[src/rtl/multicycle_control.sv]
// Multi-cycle LEGv8 sequencing controller: walks each instruction through
// fetch/decode/execute/memory/writeback phases over one shared memory port.
module multicycle_control #(
   parameter int unsigned MEM_TIMEOUT = 16
) (
   input  logic        CLK,
   input  logic        reset,
   input  logic [10:0] opcode,
   input  logic        zero,
   input  logic        mem_ready,
   output logic        pc_we,
   output logic        ir_we,
   output logic        mdr_we,
   output logic        reg_we,
   output logic [1:0]  pc_src,
   output logic        reg2loc,
   output logic        alusrc,
   output logic        mem2reg,
   output logic [3:0]  aluctrl,
   output logic [1:0]  signop,
   output logic        mem_req,
   output logic        mem_we,
   output logic        mem_dsel,
   output logic        retire,
   output logic        halted,
   output logic        error,
   output logic [3:0]  state,
   output logic [31:0] instret
);
   localparam int unsigned CNT_W = 8;
   localparam logic [CNT_W-1:0] CNT_LAST = CNT_W'(MEM_TIMEOUT - 1);

   typedef enum logic [3:0] {
      S_INIT   = 4'd0,
      S_FETCH  = 4'd1,
      S_DECODE = 4'd2,
      S_EXEC   = 4'd3,
      S_MEM_RD = 4'd4,
      S_MEM_WR = 4'd5,
      S_WB_ALU = 4'd6,
      S_WB_MEM = 4'd7,
      S_HALT   = 4'd15
   } state_t;

   typedef enum logic [2:0] {
      C_ILL, C_RTYPE, C_LDUR, C_STUR, C_CBZ, C_B
   } class_t;

   state_t           state_q, state_d;
   logic [CNT_W-1:0] wait_cnt;
   logic             err_q;
   logic             set_err;
   logic             in_wait;
   class_t           cls;
   logic [3:0]       r_alu;

   // Opcode classification and R-type ALU operation
   always_comb begin
      cls   = C_ILL;
      r_alu = 4'b0010;
      if (opcode == 11'h7C2)           cls = C_LDUR;
      else if (opcode == 11'h7C0)      cls = C_STUR;
      else if (opcode == 11'h458)      cls = C_RTYPE;
      else if (opcode == 11'h658) begin cls = C_RTYPE; r_alu = 4'b0110; end
      else if (opcode == 11'h450) begin cls = C_RTYPE; r_alu = 4'b0000; end
      else if (opcode == 11'h550) begin cls = C_RTYPE; r_alu = 4'b0001; end
      else if (opcode[10:3] == 8'hB4)  cls = C_CBZ;
      else if (opcode[10:5] == 6'h05)  cls = C_B;
   end

   // Next state and per-state control outputs
   always_comb begin
      state_d  = state_q;
      set_err  = 1'b0;
      in_wait  = 1'b0;
      pc_we    = 1'b0;
      ir_we    = 1'b0;
      mdr_we   = 1'b0;
      reg_we   = 1'b0;
      pc_src   = 2'd0;
      reg2loc  = 1'b0;
      alusrc   = 1'b0;
      mem2reg  = 1'b0;
      aluctrl  = 4'b0000;
      signop   = 2'b00;
      mem_req  = 1'b0;
      mem_we   = 1'b0;
      mem_dsel = 1'b0;
      retire   = 1'b0;
      halted   = 1'b0;

      if (state_q inside {S_DECODE, S_EXEC, S_MEM_RD, S_MEM_WR, S_WB_ALU, S_WB_MEM}) begin
         case (cls)
            C_RTYPE: aluctrl = r_alu;
            C_LDUR, C_STUR: begin
               alusrc  = 1'b1;
               aluctrl = 4'b0010;
               signop  = 2'b01;
               reg2loc = 1'b1;
            end
            C_CBZ: begin
               aluctrl = 4'b0111;
               signop  = 2'b11;
               reg2loc = 1'b1;
            end
            C_B:     signop = 2'b10;
            default: ;
         endcase
      end

      case (state_q)
         S_INIT: begin
            pc_we   = 1'b1;
            pc_src  = 2'd2;
            state_d = S_FETCH;
         end
         S_FETCH: begin
            mem_req = 1'b1;
            in_wait = 1'b1;
            if (mem_ready) begin
               ir_we   = 1'b1;
               state_d = S_DECODE;
            end
         end
         S_DECODE: begin
            if (cls == C_ILL) begin
               state_d = S_HALT;
               set_err = 1'b1;
            end else begin
               state_d = S_EXEC;
            end
         end
         S_EXEC: begin
            case (cls)
               C_RTYPE: state_d = S_WB_ALU;
               C_LDUR:  state_d = S_MEM_RD;
               C_STUR:  state_d = S_MEM_WR;
               C_CBZ: begin
                  pc_we   = 1'b1;
                  pc_src  = {1'b0, zero};
                  retire  = 1'b1;
                  state_d = S_FETCH;
               end
               C_B: begin
                  pc_we   = 1'b1;
                  pc_src  = 2'd1;
                  retire  = 1'b1;
                  state_d = S_FETCH;
               end
               default: begin
                  state_d = S_HALT;
                  set_err = 1'b1;
               end
            endcase
         end
         S_MEM_RD: begin
            mem_req  = 1'b1;
            mem_dsel = 1'b1;
            in_wait  = 1'b1;
            if (mem_ready) begin
               mdr_we  = 1'b1;
               state_d = S_WB_MEM;
            end
         end
         S_MEM_WR: begin
            mem_req  = 1'b1;
            mem_dsel = 1'b1;
            mem_we   = 1'b1;
            in_wait  = 1'b1;
            if (mem_ready) begin
               pc_we   = 1'b1;
               retire  = 1'b1;
               state_d = S_FETCH;
            end
         end
         S_WB_ALU: begin
            reg_we  = 1'b1;
            pc_we   = 1'b1;
            retire  = 1'b1;
            state_d = S_FETCH;
         end
         S_WB_MEM: begin
            reg_we  = 1'b1;
            mem2reg = 1'b1;
            pc_we   = 1'b1;
            retire  = 1'b1;
            state_d = S_FETCH;
         end
         S_HALT: halted = 1'b1;
         default: begin
            state_d = S_HALT;
            set_err = 1'b1;
         end
      endcase

      // A ready in the last allowed cycle still completes the request
      if (in_wait && !mem_ready && wait_cnt == CNT_LAST) begin
         state_d = S_HALT;
         set_err = 1'b1;
      end
   end

   always_ff @(posedge CLK or posedge reset) begin
      if (reset) begin
         state_q  <= S_INIT;
         wait_cnt <= '0;
         instret  <= '0;
         err_q    <= 1'b0;
      end else begin
         state_q <= state_d;
         if (state_d != state_q)
            wait_cnt <= '0;
         else if (in_wait && !mem_ready)
            wait_cnt <= wait_cnt + CNT_W'(1);
         if (retire)
            instret <= instret + 32'd1;
         if (set_err)
            err_q <= 1'b1;
      end
   end

   assign error = err_q;
   assign state = state_q;

endmodule
[config.mk]
export PLATFORM = sky130hd
export DESIGN_NAME = multicycle_control
export DESIGN_NICKNAME = d
export VERILOG_FILES = /design/src/rtl/multicycle_control.sv
export SDC_FILE = /design/constraint.sdc
export NUM_CORES = 1
export LEC_CHECK = 0
export ABC_AREA = 1
export CORE_MARGIN = 1
export CORE_UTILIZATION = 60
export DETAILED_ROUTE_END_ITERATION = 8
export DONT_BUFFER_PORTS = 1
export GPL_TIMING_DRIVEN = 0
export HOLD_SLACK_MARGIN = 0.1
export PLACE_DENSITY = 0.79
export SKIP_CTS_REPAIR_TIMING = 1
export SYNTH_ARGS = -nofsm -noshare
export SYNTH_HDL_FRONTEND = slang
export SYNTH_SLANG_ARGS = --single-unit
[constraint.sdc]
create_clock -name CLK -period 5.2 [get_ports CLK]
set_clock_uncertainty 0.15 [all_clocks]
set_input_delay 0.52 -clock CLK [delete_from_list [all_inputs] [get_ports CLK]]
set_output_delay 0.52 -clock CLK [all_outputs]
set_load 0.02 [all_outputs]
==> flow_metrics.tcl <==
set metrics [dict create \
    status "complete, but fails checks" \
    violations "DRC" \
    ant_nets 0 \
    path_cells "nor2_2 -> nand2_1 -> nand2_1 -> o21ai_0 -> o21ai_0 -> a21boi_0" \
    slew_headroom_pct 56.4 \
    initial_core_util_pct 64.1 \
    critPathKind "flip-flop to output pin" \
    final_cell_mix "78 x nand2_1, 53 x nor2_1, 45 x dfrtp_1" \
    path_clk_slew_ps 80 \
    io_buffers 0 \
    grt_pass1_vias 2198 \
    fin_crit_sh_pct 54.5 \
    slowest_delay_ps 570 \
    period_minus_slack_ps 2830 \
    slew_violations 0 \
    syn_area_sq_um 2870 \
    avgSynthCellArea_sq_um 7.84 \
    synth.yosys.seq_area_share_pct 39.2 \
    clock_sinks 45 \
    dieHeight_microns 71.2 \
    grt_usage_pct 24.8 \
    setup_ws_ps 2370 \
    wire_per_inst_microns 13.5 \
    num_vias 2323 \
    ys.flop_type "dfrtp_1" \
    dp.cells 419 \
    cp-start-kind "flip-flop" \
    area_delta_synth_final_pct 7.63 \
    dp_hpwl_microns 4580 \
    synth_warnings 0 \
    via_per_inst 5.43 \
    min_path_type "input port to flip-flop" \
    clk_latency_ps 300 \
    grt_max_degree 26 \
    crit_arrival_ps 2160 \
    grt_overflow 0 \
    setup.worst_path.end_class "output pin" \
    power.leakage_nw 1.50 \
    max_freq_mhz 353 \
    nets 392 \
    die_area_sq_um 5060 \
    dpl_worst_slack_ps 2450 \
    cap_violations 0 \
    tightest_slew_ps 648 \
    place_congestion 0.920 \
    drive_above_1_share_pct 16.8 \
    synth_cell_types 35 \
    synth_edf_count 0 \
    hold_ws_ps 325 \
    n_antenna_cell 0 \
    rsz0062_at_grt "false" \
    drcViolationCount 8 \
    final.setup.tns_ps 0 \
    cts_buffers 5 \
    cts_max_level 2 \
    grt_pass1_wl_microns 9840 \
    cpMaxStageDelayCell "a21boi_0" \
    ir_worst_vdd_v 0.000225 \
    layout.cells.non_filler 428 \
    dr.pass1.iters 6 \
    power-per-cell-area_nw_per_um2 336 \
    finalPower_mw 1.04 \
    cts_tree "done" \
    syn_nets 383 \
    die_x_microns 71.2 \
    wl_microns 5790 \
    synth_top_area_share_pct 39.2 \
    setup_violations 0 \
    ios 72 \
    root_buffer "clkbuf_8" \
    final_common_cell "nand2_1" \
    drt_iter0_drc 146 \
    clock_path_buffers 2 \
    cp.required_ps 4530 \
    core-area_sq_um 4470 \
    synth-async-reset-ratio_pct 100 \
    syn_inst 366 \
    netlist.top_cell.by_area "dfrtp_1" \
    antenna_found_initial 0 \
    rows 24 \
    final-hold-violation-count 0 \
    ys_ff_latch 45 \
    worstPathMaxFanout 6 \
    yosys-top-cells-area "dfrtp_1 39%, nand2_1 10%, nor2_1 6.9%" \
]
-- critical path: cells and delay by family, from the launching register on --
family	cells	cell delay (ps)
AOI/OAI and AO/OA	3	870
DFF	1	530
and+or+nand+nor	3	470
-- cell families after synthesis --
group | synth area share [%]
other cells | 0.131
flops | 39.2
simple gates | 36.9
fa+ha+maj | 0.872
buf+inv | 8.11
xor+xnor | 11.6
compound gates | 3.14
-- sequential cells by signal, summed over array words and instances (netlist names) --
name and cells:
instret 32, wait_cnt 8, state 4, error 1
-- through the flow --
step / util (%) / cell area [sq um]
after floorplan: - / 2870
after global placement: 65.6 / 2930
after detailed placement: 66.2 / 2960
after CTS: 68.8 / 3080
after global routing: 69.0 / 3090
final: 69.0 / 3090
-- synth_stat cells (2+ instances only) --
| cell type | instances |
|---|---|
| nand4_1 | 12 |
| inv_2 | 8 |
| ha_1 | 2 |
| nand2_1 | 78 |
| nand3_1 | 20 |
| nor2_1 | 53 |
| nor3b_2 | 2 |
| a21oi_1 | 4 |
| nand2_2 | 7 |
| nor2_2 | 17 |
| buf_6 | 2 |
| xor2_1 | 21 |
| nor3_1 | 4 |
| nand3_2 | 4 |
| buf_4 | 2 |
| inv_1 | 44 |
| nor3_2 | 4 |
| xnor2_1 | 17 |
| o21ai_0 | 5 |
| dfrtp_1 | 45 |
-- cell type report --
class,instances,area (sq um)
multi-input combinational,265,1510
fill,377,1390
sequential,45,1130
inverter,52,195
clock buffer,7,86.3
tap,52,65.1
timing repair buffer,2,37.5
buffer,4,37.5
clock inverter,1,30.0
-- per-layer routing --
layer / track usage [%] / up-vias / routed length (microns)
li1: - / 1159 / -
met1: 32.1 / 1087 / 2560
met5: 0 / - / 0
met3: 6.55 / 11 / 379
met2: 40.2 / 66 / 2770
met4: 9.33 / 0 / 82
-- report_power, final --
| part | total, mW | internal (mW) | switching (mW) |
|---|---|---|---|
| clock | 0.269 | 0.157 | 0.112 |
| combinational | 0.303 | 0.0908 | 0.213 |
| sequential | 0.466 | 0.381 | 0.0847 |
-- path summary, 6_finish.rpt --
path	from	end	slack, ps	cells after the start
max	state[3]	aluctrl[2]	2370	6
min	mem_ready	error	320	3
max reg2reg	state[3]	wait_cnt[6]	2800	11
min reg2reg	wait_cnt[7]	wait_cnt[7]	430	2
max in group asynchronous	reset	instret[0]	3880	3
min in group asynchronous	reset	instret[20]	540	2
(Power assumes the default switching activity.)
